### config.mk
export PLATFORM = sky130hd
export DESIGN_NAME = led_pattern_gen
export DESIGN_NICKNAME = d
export VERILOG_FILES = /design/src/rtl/led_pattern_gen.sv
export SDC_FILE = /design/constraint.sdc
export NUM_CORES = 1
export LEC_CHECK = 0
export CAP_MARGIN = 25
export CORE_ASPECT_RATIO = 1.2
export CORE_MARGIN = 5
export CORE_UTILIZATION = 45
export CTS_CLUSTER_DIAMETER = 50
export DETAILED_ROUTE_END_ITERATION = 8
export PLACE_DENSITY_LB_ADDON = 0.08
export REMOVE_ABC_BUFFERS = 1
export SLEW_MARGIN = 20
export SYNTH_ARGS = -nofsm -noshare
export SYNTH_HDL_FRONTEND = slang
export SYNTH_SLANG_ARGS = --single-unit
### constraint.sdc
create_clock -name sys_clk -period 3 [get_ports sys_clk]
set_input_delay 0.6 -clock sys_clk [delete_from_list [all_inputs] [get_ports sys_clk]]
set_output_delay 0.6 -clock sys_clk [all_outputs]
set_load 0.1 [all_outputs]
### src/rtl/led_pattern_gen.sv
// LED sequencer: rotate-left, rotate-right, ping-pong and bar-fill patterns
// stepped by a speed-selectable prescaler, with pause, single-step and a cycle_done pulse.
module led_pattern_gen #(
   parameter int               LED_NUM        = 4,
   parameter int               CNT_W          = 25,
   parameter logic [CNT_W-1:0] CNT_MAX        = 25'd24_999_999,
   parameter bit               LED_ACTIVE_LOW = 1'b1
) (
   input  logic               sys_clk,
   input  logic               sys_rst_n,
   input  logic [1:0]         mode,
   input  logic [1:0]         speed_sel,
   input  logic               pause,
   input  logic               step,
   output logic [LED_NUM-1:0] led_out,
   output logic               cycle_done
);

   localparam logic [LED_NUM-1:0] START = LED_NUM'(1);

   logic [CNT_W-1:0]   cnt_reg, cnt_next;
   logic [CNT_W-1:0]   limit;
   logic [LED_NUM-1:0] pattern_reg, pattern_next, step_pattern;
   logic               dir_reg, dir_next, step_dir;
   logic [1:0]         mode_reg;
   logic               cycle_done_reg, cycle_done_next;
   logic               mode_chg, tick, adv;
   logic               is_onehot, is_thermo;

   always_comb begin
      limit    = CNT_MAX >> speed_sel;
      mode_chg = (mode != mode_reg);
      tick     = !pause && (cnt_reg >= limit);
      adv      = tick || (pause && step);

      if (mode_chg)
         cnt_next = '0;
      else if (pause)
         cnt_next = cnt_reg;
      else if (tick)
         cnt_next = '0;
      else
         cnt_next = cnt_reg + CNT_W'(1);
   end

   // Legality of the current pattern for the shift-based modes and for bar-fill
   assign is_onehot = (pattern_reg != '0) && ((pattern_reg & (pattern_reg - LED_NUM'(1))) == '0);
   assign is_thermo = ((pattern_reg & (pattern_reg + LED_NUM'(1))) == '0);

   always_comb begin
      step_pattern = START;
      step_dir     = dir_reg;
      case (mode_reg)
         2'b00: begin
            if (is_onehot)
               step_pattern = {pattern_reg[LED_NUM-2:0], pattern_reg[LED_NUM-1]};
         end
         2'b01: begin
            if (is_onehot)
               step_pattern = {pattern_reg[0], pattern_reg[LED_NUM-1:1]};
         end
         2'b10: begin
            if (!is_onehot) begin
               step_dir = 1'b1;
            end else if (dir_reg) begin
               if (pattern_reg[LED_NUM-1]) begin
                  step_pattern = pattern_reg >> 1;
                  step_dir     = 1'b0;
               end else begin
                  step_pattern = pattern_reg << 1;
               end
            end else begin
               if (pattern_reg[0]) begin
                  step_pattern = pattern_reg << 1;
                  step_dir     = 1'b1;
               end else begin
                  step_pattern = pattern_reg >> 1;
               end
            end
         end
         default: begin
            if (is_thermo) begin
               if (&pattern_reg)
                  step_pattern = '0;
               else
                  step_pattern = {pattern_reg[LED_NUM-2:0], 1'b1};
            end
         end
      endcase
   end

   // Mode change takes priority over any advance in the same cycle
   always_comb begin
      pattern_next    = pattern_reg;
      dir_next        = dir_reg;
      cycle_done_next = 1'b0;
      if (mode_chg) begin
         pattern_next = START;
         dir_next     = 1'b1;
      end else if (adv) begin
         pattern_next    = step_pattern;
         dir_next        = step_dir;
         cycle_done_next = (step_pattern == START);
      end
   end

   always_ff @(posedge sys_clk or negedge sys_rst_n) begin
      if (!sys_rst_n) begin
         cnt_reg        <= '0;
         pattern_reg    <= START;
         dir_reg        <= 1'b1;
         mode_reg       <= 2'b00;
         cycle_done_reg <= 1'b0;
      end else begin
         cnt_reg        <= cnt_next;
         pattern_reg    <= pattern_next;
         dir_reg        <= dir_next;
         mode_reg       <= mode;
         cycle_done_reg <= cycle_done_next;
      end
   end

   genvar gi;
   generate
      for (gi = 0; gi < LED_NUM; gi++) begin : g_led
         assign led_out[gi] = LED_ACTIVE_LOW ? ~pattern_reg[gi] : pattern_reg[gi];
      end
   endgenerate

   assign cycle_done = cycle_done_reg;

endmodule

==> out/qor.csv <==
stage,metric,value,unit
run_status,status,"complete, no violations",
placement,dp_slack,-500,ps
timing,tightest_slew,790,ps
timing,slew_violations,0,
synthesis,postSynthAreaPerCell,8.01,um^2
worst_setup_path,setup.worst_path.end_class,register,
clocking,cts.sinks,33,
final_layout,area_delta_synth_final,16.5,%
clocking,clk_pin_slew,70,ps
worst_hold_path,hold_path_class,input pin to asynchronous set/reset pin,
routing,drt_first_pass_iters,4,
routing,via_per_inst,6.08,
worst_setup_path,path_max_fanout,8,
synthesis,synth_area_leaders,"dfrtp_1 29%, ha_1 6.5%, nand2_1 6.5%",
power,finalPower,0.00108,W
power,swShare,27.3,%
worst_setup_path,reg2reg_depth,6,
floorplanning,core_area,0.00571,mm^2
global_route,grt_antenna_before_repair,0,
synthesis,synth.most_common_cell,nand2_1,
synthesis,synth_area_leader_cell,dfrtp_1,
job,max-cap-violations,0,
final_layout,fin_nets,377,
synthesis,yosys_warnings,0,
routing,post_drt_wl_per_cell,16.5,um
synthesis,yosysSeqAreaShare,30.9,%
power,combPwrFrac,15.5,%
timing,slew_headroom,47.4,%
power,p_per_area,345,mW/mm^2
clocking,holdBufCountCts,0,
routing,drtAntennaViolNets,0,
final_layout,final_util,54.6,%
synthesis,synthTopCellsByCount,"46 x nand2_1, 31 x dfrtp_1, 18 x a31oi_1, 18 x nand4_1, 17 x nand3_1",
timing,setup_ws,150,ps
timing,rsz0062_at_grt,false,
clocking,cts.path.max_buffers,2,
placement,gp_congestion,0.805,
timing,skew,6.59,ps
floorplanning,dieArea,0.00760,mm^2
power,seqPwrFrac,43.1,%
final_layout,n_antenna_cell,0,
placement,dp.cells,427,
worst_setup_path,arrival,3050,ps
global_route,grt_pass1_wl,11.9,mm
worst_setup_path,start_kind,input pin,
clocking,cts_root_buf,clkbuf_8,
global_route,grt_overflow,0,
routing,met2_length,3.61,mm
synthesis,syn-cell-area,0.00268,mm^2
floorplanning,die_x,80.4,um
synthesis,syn-instance-count,334,
power,max-vdd-ir-drop,246,uV
synthesis,synth_cell_types,59,
global_route,grt_use_total,20.0,%
worst_setup_path,critPathRequiredTime,3200,ps
power,leakagePower,1.22,nW
routing,wl,7.21,mm
clocking,cts_made_buffers,5,
clocking,worst_skew_pair.late_latency,290,ps
placement,port_buffers,12,
synthesis,synth-seq-cells,33,
placement,post-dp-hpwl,4.89,mm
final_layout,fin_cells,436,
floorplanning,die_h,94.5,um
global_route,grt_pass1_vias,2424,
routing,post-route-drc-count,0,
final_layout,largest_reg_flops,25,
clocking,cts_tree,done,
routing,vias,2649,
power,clockPowerShare,41.3,%
synthesis,synth_top_cell_area_share,29.0,%
worst_setup_path,criticalPathCategory,input pin to register,
final_layout,drive_gt1_share,16.6,%
synthesis,async_flop_share,100,%
synthesis,synth_edf_count,0,
floorplanning,io_pins,13,
floorplanning,num_rows,30,
timing,fmax,351,MHz
routing,routed.top_layer,met4,
routing,dr_wl_met3,313,um
timing,setup_viol,0,
timing,period_needed,2850,ps
clocking,htree_levels,2,
routing,wl_met1,3.20,mm
clocking,cts_setup_buffers,0,
power,p_switching,0.000293,W
timing,hold_violations,0,
timing,period_share,95.0,%
global_route,grt_max_degree,34,
power,p_int,0.000782,W
synthesis,synth-main-ff-cell,dfrtp_1,
floorplanning,initial_core_util,46.9,%
routing,drtIter0Drc,140,
==> power groups by stage <==
stage | Clock, W | Sequential [W] | Combinational [W]
2_1_floorplan | 0 | 0.000471 | 0.0000911
3_3_place_gp | 0 | 0.000472 | 0.000166
3_5_place_dp | 0 | 0.000472 | 0.000166
4_1_cts | 0.000454 | 0.000464 | 0.000168
5_1_grt | 0.000475 | 0.000466 | 0.000183
6_report | 0.000444 | 0.000464 | 0.000167
==> cell usage in the layout, fill, tap and decap left out, drive strengths merged, types with 7 or more instances in the layout <==
cell and n:
clkbuf 7, a31oi 19, inv 15, ha 14, nor2 15, or4 15, o21ai 7, nor4 7
nor3 10, dfrtp 31, nand3 17, a21oi 16, nand4 18, nand2 46, buf 32
==> cell type report <==
class	instances	area, um^2
Fill cell	539	2590
Multi-Input combinational cell	262	1720
Sequential cell	33	828
Timing Repair Buffer	38	292
Tap cell	80	100
Clock buffer	6	82.6
Inverter	15	56.3
Clock inverter	2	37.5
==> through the flow <==
stage / hold WS, ps / instance area (um^2) / setup TNS [ps]
after global routing: 454 / 3120 / 0
after detailed placement: 544 / 2960 / -12800
after CTS: 417 / 3100 / 0
after global placement: 538 / 2960 / -12170
final: 391 / 3120 / 0
after floorplan: 304 / 2560 / -167
==> path summary, 6_finish.rpt <==
check                      slack [ps]          end    startpoint
max                               150   cnt_reg[7]  speed_sel[1]
min                               390  cnt_reg[24]     sys_rst_n
max reg2reg                       460   cnt_reg[7]    cnt_reg[8]
min reg2reg                       550   cnt_reg[1]    cnt_reg[1]
max in group asynchronous        2110  cnt_reg[14]     sys_rst_n
min in group sys_clk              550   cnt_reg[1]    cnt_reg[1]
==> critical path: stages <==
cell and delay [ps]:
dlygate4sd2_1 270, buf_4 150, nor2_4 70, inv_1 60, ha_1 170, or4_1 400, or3_4 420, a31o_4 280
or4_1 460, a31oi_1 170
==> layer usage <==
metal / up-vias / GRT usage [%]
li1: 1303 / -
met1: 1271 / 25.9
met2: 68 / 34.1
met3: 7 / 3.05
met4: 0 / 5.92
met5: - / 0
==> logic make-up (layout without fill, tap and decap cells) <==
family                   after synthesis  after routing  share of synthesized area, %
buffers and inverters                 40             61                          6.26
multiplexers                           6              6                          2.38
AO/OA/AOI/OAI                         73             74                          18.5
adder cells (fa/ha/maj)               16             16                          7.34
AND/OR/NAND/NOR                      156            156                          31.3
XOR/XNOR                              10             10                          3.27
flip-flops                            33             33                          30.9
==> timing repair <==
| item | in CTS | in global routing |
|---|---|---|
| endpoints found under the setup margin | 26 | 15 |
| pin swaps | 1 | 1 |
| cloned | 1 | 0 |
| gates resized for setup | 7 | 5 |
Power figures use the tool's default switching activity.
